<file path="src/rtl/relax_scheduler_if.sv">
// Handshake/bus bundle for relax_scheduler: frame request, hold, mouse
// sample in, latched mouse, strobes and frame status out.
interface relax_scheduler_if #(
  parameter int NUM_CORES      = 4,
  parameter int NODES_PER_CORE = 5
);
  logic                      frame_start;
  logic                      hold;
  logic [31:0]               mouse_x_in;
  logic [31:0]               mouse_y_in;
  logic [31:0]               mouse_x;
  logic [31:0]               mouse_y;
  logic [NUM_CORES-1:0]      core_en;
  logic [NODES_PER_CORE-1:0] node_sel;
  logic                      phase;
  logic [7:0]                iter_count;
  logic                      frame_busy;
  logic                      frame_done;
  logic                      overrun;

  modport master (
    output frame_start, hold, mouse_x_in, mouse_y_in,
    input  mouse_x, mouse_y, core_en, node_sel, phase, iter_count,
           frame_busy, frame_done, overrun
  );

  modport slave (
    input  frame_start, hold, mouse_x_in, mouse_y_in,
    output mouse_x, mouse_y, core_en, node_sel, phase, iter_count,
           frame_busy, frame_done, overrun
  );
endinterface

</file>
<file path="src/rtl/relax_scheduler.sv">
// Frame sequencer for the chain-simulation array: latches a mouse sample,
// then walks ITERS_PER_FRAME red/black relaxation passes, strobing one node
// at a time across the cores of the active phase.
module relax_scheduler #(
  parameter int NUM_CORES       = 4,
  parameter int NODES_PER_CORE  = 5,
  parameter int ITERS_PER_FRAME = 8,
  parameter int SETTLE_CYCLES   = 2
) (
  input  logic              clk,
  input  logic              reset,
  relax_scheduler_if.slave  bus
);

  typedef enum logic [2:0] {IDLE, LATCH, STEP, SETTLE, DONE} state_t;

  state_t      state, state_n;
  logic [4:0]  node, node_n;
  logic        phase_q, phase_n;
  logic [7:0]  iter, iter_n;
  logic [3:0]  settle_cnt, settle_n;
  logic [31:0] mx_q, my_q;
  logic        overrun_q;

  logic        last_node;
  logic        adv_done;
  logic [4:0]  adv_node;
  logic        adv_phase;
  logic [7:0]  adv_iter;
  logic        do_adv;
  logic        strobe;
  logic [NUM_CORES-1:0] mask;

  // Advance step: node innermost, then phase, then pass index.
  always_comb begin
    last_node = (int'(node) == NODES_PER_CORE - 1);
    adv_node  = last_node ? '0 : node + 5'd1;
    adv_phase = last_node ? ~phase_q : phase_q;
    adv_iter  = (last_node && phase_q) ? iter + 8'd1 : iter;
    adv_done  = last_node && phase_q && (int'(iter) == ITERS_PER_FRAME - 1);
  end

  // Next-state and counter update; hold freezes everything in STEP/SETTLE.
  always_comb begin
    state_n  = state;
    node_n   = node;
    phase_n  = phase_q;
    iter_n   = iter;
    settle_n = settle_cnt;
    do_adv   = 1'b0;
    case (state)
      IDLE: begin
        if (bus.frame_start) state_n = LATCH;
      end
      LATCH: begin
        node_n   = '0;
        phase_n  = 1'b0;
        iter_n   = '0;
        settle_n = '0;
        state_n  = STEP;
      end
      STEP: begin
        if (!bus.hold) begin
          if (SETTLE_CYCLES > 0) begin
            state_n  = SETTLE;
            settle_n = '0;
          end else begin
            do_adv = 1'b1;
          end
        end
      end
      SETTLE: begin
        if (!bus.hold) begin
          if (int'(settle_cnt) == SETTLE_CYCLES - 1) do_adv = 1'b1;
          else settle_n = settle_cnt + 4'd1;
        end
      end
      DONE: begin
        state_n = IDLE;
      end
      default: state_n = IDLE;
    endcase
    // Counters are zeroed on DONE entry so iter_count/phase read 0 in IDLE.
    if (do_adv) begin
      if (adv_done) begin
        state_n = DONE;
        node_n  = '0;
        phase_n = 1'b0;
        iter_n  = '0;
      end else begin
        state_n = STEP;
        node_n  = adv_node;
        phase_n = adv_phase;
        iter_n  = adv_iter;
      end
    end
  end

  // State and counter registers; reset aborts any frame in flight.
  always_ff @(posedge clk) begin
    if (!reset) begin
      state      <= IDLE;
      node       <= '0;
      phase_q    <= 1'b0;
      iter       <= '0;
      settle_cnt <= '0;
    end else begin
      state      <= state_n;
      node       <= node_n;
      phase_q    <= phase_n;
      iter       <= iter_n;
      settle_cnt <= settle_n;
    end
  end

  // Mouse sample is captured only in LATCH and held across IDLE.
  always_ff @(posedge clk) begin
    if (!reset) begin
      mx_q <= '0;
      my_q <= '0;
    end else if (state == LATCH) begin
      mx_q <= bus.mouse_x_in;
      my_q <= bus.mouse_y_in;
    end
  end

  // Sticky overrun: a request seen anywhere outside IDLE.
  always_ff @(posedge clk) begin
    if (!reset) overrun_q <= 1'b0;
    else if (bus.frame_start && state != IDLE) overrun_q <= 1'b1;
  end

  // Phase mask: cores whose index parity matches the current phase.
  always_comb begin
    mask = '0;
    for (int unsigned c = 0; c < NUM_CORES; c++) mask[c] = (c[0] == phase_q);
  end

  // Output decode; strobes are suppressed while held.
  always_comb begin
    strobe         = (state == STEP) && !bus.hold;
    bus.core_en    = strobe ? mask : '0;
    bus.node_sel   = strobe ? (NODES_PER_CORE'(1) << node) : '0;
    bus.phase      = phase_q;
    bus.iter_count = iter;
    bus.frame_busy = (state != IDLE);
    bus.frame_done = (state == DONE);
    bus.mouse_x    = mx_q;
    bus.mouse_y    = my_q;
    bus.overrun    = overrun_q;
  end

endmodule

</file>
<file path="src/flat_wrapper.sv">
// flat-port wrapper written by rule: the top's interface ports become plain ports
module relax_scheduler_flat 
#(
  parameter int NUM_CORES       = 4,
  parameter int NODES_PER_CORE  = 5,
  parameter int ITERS_PER_FRAME = 8,
  parameter int SETTLE_CYCLES   = 2
)
  (clk, reset, bus_frame_start, bus_hold, bus_mouse_x_in, bus_mouse_y_in, bus_mouse_x, bus_mouse_y, bus_core_en, bus_node_sel, bus_phase, bus_iter_count, bus_frame_busy, bus_frame_done, bus_overrun);
  relax_scheduler_if #(.NUM_CORES(NUM_CORES), .NODES_PER_CORE(NODES_PER_CORE)) bus_i ();
  input  logic clk;
  input  logic reset;
  input wire logic [$bits(bus_i.frame_start)-1:0] bus_frame_start;
  input wire logic [$bits(bus_i.hold)-1:0] bus_hold;
  input wire logic [$bits(bus_i.mouse_x_in)-1:0] bus_mouse_x_in;
  input wire logic [$bits(bus_i.mouse_y_in)-1:0] bus_mouse_y_in;
  output wire logic [$bits(bus_i.mouse_x)-1:0] bus_mouse_x;
  output wire logic [$bits(bus_i.mouse_y)-1:0] bus_mouse_y;
  output wire logic [$bits(bus_i.core_en)-1:0] bus_core_en;
  output wire logic [$bits(bus_i.node_sel)-1:0] bus_node_sel;
  output wire logic [$bits(bus_i.phase)-1:0] bus_phase;
  output wire logic [$bits(bus_i.iter_count)-1:0] bus_iter_count;
  output wire logic [$bits(bus_i.frame_busy)-1:0] bus_frame_busy;
  output wire logic [$bits(bus_i.frame_done)-1:0] bus_frame_done;
  output wire logic [$bits(bus_i.overrun)-1:0] bus_overrun;
  assign bus_i.frame_start = bus_frame_start;
  assign bus_i.hold = bus_hold;
  assign bus_i.mouse_x_in = bus_mouse_x_in;
  assign bus_i.mouse_y_in = bus_mouse_y_in;
  assign bus_mouse_x = bus_i.mouse_x;
  assign bus_mouse_y = bus_i.mouse_y;
  assign bus_core_en = bus_i.core_en;
  assign bus_node_sel = bus_i.node_sel;
  assign bus_phase = bus_i.phase;
  assign bus_iter_count = bus_i.iter_count;
  assign bus_frame_busy = bus_i.frame_busy;
  assign bus_frame_done = bus_i.frame_done;
  assign bus_overrun = bus_i.overrun;
  relax_scheduler #(.NUM_CORES(NUM_CORES), .NODES_PER_CORE(NODES_PER_CORE), .ITERS_PER_FRAME(ITERS_PER_FRAME), .SETTLE_CYCLES(SETTLE_CYCLES)) u_core (.clk(clk), .reset(reset), .bus(bus_i));
endmodule
</file>
<file path="config.mk">
export PLATFORM = sky130hd
export DESIGN_NAME = relax_scheduler_flat
export DESIGN_NICKNAME = d
export VERILOG_FILES = /design/src/rtl/relax_scheduler_if.sv /design/src/rtl/relax_scheduler.sv /design/src/flat_wrapper.sv
export SDC_FILE = /design/constraint.sdc
export NUM_CORES = 1
export LEC_CHECK = 0
export CAP_MARGIN = 20
export CORE_ASPECT_RATIO = 0.9
export CORE_MARGIN = 3
export CORE_UTILIZATION = 42
export CTS_BUF_LIST = sky130_fd_sc_hd__clkbuf_4 sky130_fd_sc_hd__clkbuf_8 sky130_fd_sc_hd__clkbuf_16
export DETAILED_ROUTE_END_ITERATION = 8
export PLACE_DENSITY = 0.83
export SKIP_CTS_REPAIR_TIMING = 1
export SYNTH_ARGS = -nofsm -noshare
export SYNTH_HDL_FRONTEND = slang
export SYNTH_SLANG_ARGS = --single-unit
export TNS_END_PERCENT = 100
</file>
<file path="constraint.sdc">
create_clock -name clk -period 4.9 [get_ports clk]
set_input_delay 0.98 -clock clk [delete_from_list [all_inputs] [get_ports clk]]
set_output_delay 0.98 -clock clk [all_outputs]
set_load 0.01 [all_outputs]
</file>
==> Word-level counts from Yosys, hierarchy flattened <==
Index checks and enable logic that the tools add are counted.
{ "totals": {"input_bits": 68, "output_inout_bits": 85, "register_bits": 86, "wordCells": 67} }
{ "op_classes": {"reduce_logical": 13, "n_shift": 1, "bitwise_logic": 1, "n_mux": 26, "addsub": 3, "eq_ne": 15} }
{ "op_table": {"columns": ["cell", "count"], "rows": [
  ["two-way mux 8 bit", 4],
  ["two-way mux 5 bit", 5],
  ["two-way mux 4 bit", 4],
  ["two-way mux 3 bit", 4],
  ["one-hot mux 3 bit (4 select lines)", 1],
  ["one-hot mux 4 bit (3 select lines)", 1],
  ["inequality test 3 x 2 -> 1 bit (second input constant)", 3],
  ["adder 8 x 1 -> 8 bit (second input constant)", 1],
  ["equality test 8 x 4 -> 1 bit (second input constant)", 1],
  ["two-way mux 1 bit", 7],
  ["equality test 3 x 2 -> 1 bit (second input constant)", 2],
  ["inequality test 2 bit (second input constant)", 3],
  ["nonzero test 3 bit", 2],
  ["adder 5 x 1 -> 5 bit (second input constant)", 1],
  ["equality test 5 x 4 -> 1 bit (second input constant)", 1],
  ["<< shifter 1 x 5 -> 5 bit (first input constant)", 1],
  ["adder 4 x 1 -> 4 bit (second input constant)", 1],
  ["equality test 4 x 2 -> 1 bit (second input constant)", 1],
  ["logical AND 1 bit", 4],
  ["AND reduction 2 bit", 2],
  ["AND reduction 4 bit", 1],
  ["equality test 3 x 1 -> 1 bit (second input constant)", 1],
  ["equality test 3 bit (second input constant)", 1],
  ["zero test 3 bit", 1],
  ["other kinds (6)", 6]
]} }

==> Longest topological paths before layout <==
{ "logic_depth": {"depth_word": 6, "depth_mapped": 7, "mapped_depth_nobuf": 6} }

==> Worst setup path after synthesis <==
Ideal clock, no wire load.
{ "synth_timing": {"path_kind": "input-to-output", "start": "in bus_hold", "end": "out bus_node_sel[0]", "t_arrival_ns": 2.084, "n_path_buf": 0, "path_stages": 4, "t_required_ns": 3.920, "setup_slack_ns": 1.836, "cell_sequence": "nor3b_4 > nand2b_1 > or4_1 > nor3_1"} }
{ "synth_via": {"elab_chain_cells": 3} }
{ "synth_rtl": {"columns": ["element", "line_no", "rtl"], "rows": [
  ["start, declared", "flat_wrapper.sv:14", "input wire logic [$bits(bus_i.hold)-1:0] bus_hold;"],
  ["zero test 1 bit", null, null],
  ["logical AND 1 bit", "relax_scheduler.sv:141", "strobe = (state == STEP) && !bus.hold;"],
  ["two-way mux 5 bit", "relax_scheduler.sv:143", "bus.node_sel = strobe ? (NODES_PER_CORE'(1) << node) : '0;"],
  ["end, declared", "flat_wrapper.sv:20", "output wire logic [$bits(bus_i.node_sel)-1:0] bus_node_sel;"]
]} }
Every way passes these cells.

==> Final worst setup path <==
{ "layout_timing": {"start": "in bus_hold", "end": "out bus_node_sel[1]"} }
The elaborated chain is that of the path after synthesis.

==> impl_metrics.sql <==
INSERT INTO impl_metrics (metric_group, metric, value, unit) VALUES
('critical_path', 'cp.arrival', '3220', 'ps'),
('synthesis', 'yosys.cell_types.count', '45', ''),
('cells_and_area', 'finish.net_count', '641', ''),
('cells_and_area', 'areaGrowthSynthToFinish', '50.40', '%'),
('cells_and_area', 'layout.cells.most_common_list', '152 x clkdlybuf4s50_1, 138 x nand2_1, 86 x dfxtp_1, 64 x a21oi_1, 12 x a21boi_0', ''),
('synthesis', 'synth_nets', '504', ''),
('critical_path', 'rr_endpoint', 'u_core.node[4]', ''),
('routing', 'postRouteAntennaNets', '0', ''),
('clock_tree', 'cts-buffers-inserted', '9', ''),
('routing', 'ratio_of_routed_vias_to_standard_cells', '5.111', ''),
('synthesis', 'ys.flop_type', 'dfxtp_1', ''),
('critical_path', 'crit_path_cell_trace', 'clkdlybuf4s50_1, nor3b_4, nand2b_1, or4_1, nor3_1, clkdlybuf4s50_1', ''),
('routing', 'remaining_drc_errors', '0', ''),
('global_route', 'grt_first_pass_wirelength', '15.41', 'mm'),
('floorplanning', 'fp-row-count', '30', ''),
('placement', 'placement.setup.worst_slack', '702.8', 'ps'),
('synthesis', 'mean_instance_size_in_the_synthesized_netlist', '8.041', 'um2'),
('critical_path', 'critical-path-slowest-cell', 'clkdlybuf4s50_1', ''),
('critical_path', 'worstPathMaxFanout', '6', ''),
('critical_path', 'startpoint_of_the_lowest_slack_register_to_register_path', 'u_core.state[2]', ''),
('global_route', 'grt_pass1_vias', '3197', ''),
('critical_path', 'critical_path.most_common_cell', 'clkdlybuf4s50_1', ''),
('synthesis', 'synth-seq-area-share', '0.4968', ''),
('flow_run', 'max_cap_violations', '0', ''),
('floorplanning', 'die_h', '92.18', 'um'),
('power_and_ir_drop', 'cellPowerDensity', '292.9', 'mW/mm2'),
('worst_hold_path', 'hold_path_end', 'u_core.bus.mouse_x[6]', ''),
('worst_hold_path', 'hp-start', 'u_core.bus.mouse_x[6]', ''),
('critical_path', 'setup.reg_to_reg.worst_slack', '2450', 'ps'),
('global_route', 'initial_antenna_violation_count', '0', ''),
('critical_path', 'critical_path.top_delay_family', 'simple AND/OR/NAND/NOR gates', ''),
('sta', 'postLayoutSetupSlackWorst', '699.5', 'ps'),
('clock_tree', 'clk_path_buf_depth', '2', ''),
('critical_path', 'start_kind', 'input port', ''),
('synthesis', 'netlist_area', '0.003466', 'mm2'),
('worst_hold_path', 'worstHoldPathType', 'reg -> reg', ''),
('sta', 'report.final.hold_viol_count', '0', ''),
('routing', 'detail_route.wirelength', '9.457', 'mm'),
('synthesis', 'synth_adder_area_share', '0.01805', ''),
('clock_tree', 'max_h_tree_level', '3', ''),
('synthesis', 'post_synthesis_async_set_or_reset_flop_share', '0', ''),
('placement', 'place_congestion', '0.8430', ''),
('global_route', 'global_route.usage.total', '0.2025', ''),
('routing', 'dr.pass1.iters', '4', ''),
('sta', 'report.final.slew_viol_count', '0', ''),
('clock_tree', 'root_buffer', 'clkbuf_8', ''),
('synthesis', 'synth-warning-count', '0', ''),
('sta', 'setup_viol', '0', ''),
('status', 'outcome', 'finished clean', ''),
('routing', 'via_count', '3414', ''),
('floorplanning', 'boundaryPins', '153', ''),
('synthesis', 'post_synth_and_or_nand_nor_area_fraction', '0.2668', ''),
('sta', 'slew-limit-headroom', '0.3711', ''),
('power_and_ir_drop', 'vdd_ir_drop_max', '0.2153', 'mV'),
('worst_hold_path', 'whs_path_depth', '2', ''),
('global_route', 'overflow', '0', ''),
('floorplanning', 'chipWidth', '101.8', 'um'),
('cells_and_area', 'layout_commonest_cell', 'clkdlybuf4s50_1', ''),
('synthesis', 'synth.ff_latch_count', '86', ''),
('synthesis', 'multiplexer_fraction_of_the_synthesized_cell_area', '0', ''),
('critical_path', 'critPathCaptureType', 'primary output', ''),
('power_and_ir_drop', 'total_power', '1.527', 'mW'),
('placement', 'port-buffer-count', '152', ''),
('clock_tree', 'insertion_delay', '340', 'ps'),
('routing', 'detail_route.wl_per_cell', '14.16', 'um'),
('sta', 'setup_total_negative_slack', '0', 'ps'),
('floorplanning', 'effective_utilization_at_floorplan', '0.4461', ''),
('sta', 'worst_clock_skew', '11.41', 'ps'),
('clock_tree', 'clkSinkCount', '86', ''),
('placement', 'post_dp_cell_area', '0.005015', 'mm2'),
('synthesis', 'synth_top_family_by_area', 'simple AND/OR/NAND/NOR gates', '');
power breakdown:
group          internal (mW)  switching [mW]  leakage, nW  total, mW
combinational          0.146           0.126        0.985      0.272
clock                  0.248           0.246       0.0983      0.494
sequential             0.737          0.0234        0.700      0.761
total                   1.13           0.396         1.78       1.53
how the worst max path moves through the flow:
stage / slack [ps] / from / end / cells after the start
2_1_floorplan: 1840 / bus_hold / bus_node_sel[0] / 4
3_3_place_gp: 790 / bus_hold / bus_node_sel[0] / 6
3_5_place_dp: 700 / bus_hold / bus_node_sel[1] / 6
4_1_cts: 690 / bus_hold / bus_node_sel[1] / 6
5_1_grt: 550 / bus_hold / bus_node_sel[1] / 6
6_report: 700 / bus_hold / bus_node_sel[1] / 6
synth_stat cells (all sizes together) (2+ instances only):
| cell type | instances | area share |
|---|---|---|
| nand2 | 138 | 0.15 |
| dfxtp | 86 | 0.50 |
| a21oi | 64 | 0.092 |
| clkbuf | 20 | 0.022 |
| a21boi | 12 | 0.026 |
| nor2 | 10 | 0.011 |
| buf | 9 | 0.013 |
| inv | 8 | 0.0087 |
| nand3 | 8 | 0.012 |
| nor3 | 7 | 0.010 |
| o21ai | 7 | 0.010 |
| nor2b | 6 | 0.011 |
| or3 | 6 | 0.011 |
| or4 | 6 | 0.013 |
| ha | 5 | 0.018 |
| o31ai | 5 | 0.011 |
| a31oi | 3 | 0.0054 |
| o211ai | 3 | 0.0079 |
| and2 | 2 | 0.0036 |
| and4bb | 2 | 0.0072 |
| nand4 | 2 | 0.0036 |
| nand4bb | 2 | 0.0065 |
| nor3b | 2 | 0.0076 |
| nor4 | 2 | 0.0054 |
| o221a | 2 | 0.0065 |
| o22ai | 2 | 0.0036 |
| or3b | 2 | 0.0051 |
cell families (layout without fill, tap and decap cells):
family                     after synthesis  after routing
AOI/OAI and AO/OA                      103            103
adders and majority gates                5              5
buffers and inverters                   37            178
DFF                                     86             86
and+or+nand+nor                        200            200
metal layers:
metal  up-vias  GRT usage  share of wire  routed length [um]
li1       1733          -              -                   -
met4         0    0.05094          0.010                  97
met1      1553     0.2461           0.42                3973
met3         7    0.08061          0.091                 858
met5         -          0              0                   0
met2       121     0.3322           0.48                4528
stage by stage:
step	util	hold slack, ps	cells
detailed placement	0.6454	445.5	653
global placement	0.6454	440.5	653
global route	0.6709	477.5	668
floorplan	-	456.1	431
CTS	0.6709	458.2	668
finish	0.6709	454.6	668
sequential cells by signal, indices dropped and copies added (netlist names):
signal and cells:
u_core.bus.iter_count 8, u_core.settle_cnt 4, u_core.node 5, u_core.state 3
u_core.bus.mouse_x 32, u_core.bus.phase 1, u_core.bus.mouse_y 32, u_core.bus.overrun 1
area by class of cell:
| type | instances | area [um2] |
|---|---|---|
| flip-flops and latches | 86 | 1722 |
| clock inverters | 5 | 60.06 |
| multi-input cells | 308 | 1599 |
| repair buffers | 155 | 1544 |
| clock buffers | 10 | 137.6 |
| fillers | 662 | 2557 |
| well taps | 96 | 120.1 |
| inverters | 8 | 30.03 |
worst min-delay path: cells and delay by family (launching register included):
kind	cells	cell delay (ps)
flip-flops	1	310
AO/OA/AOI/OAI	1	50
AND/OR/NAND/NOR	1	50
No activity file was read; power rests on OpenSTA's default activity.
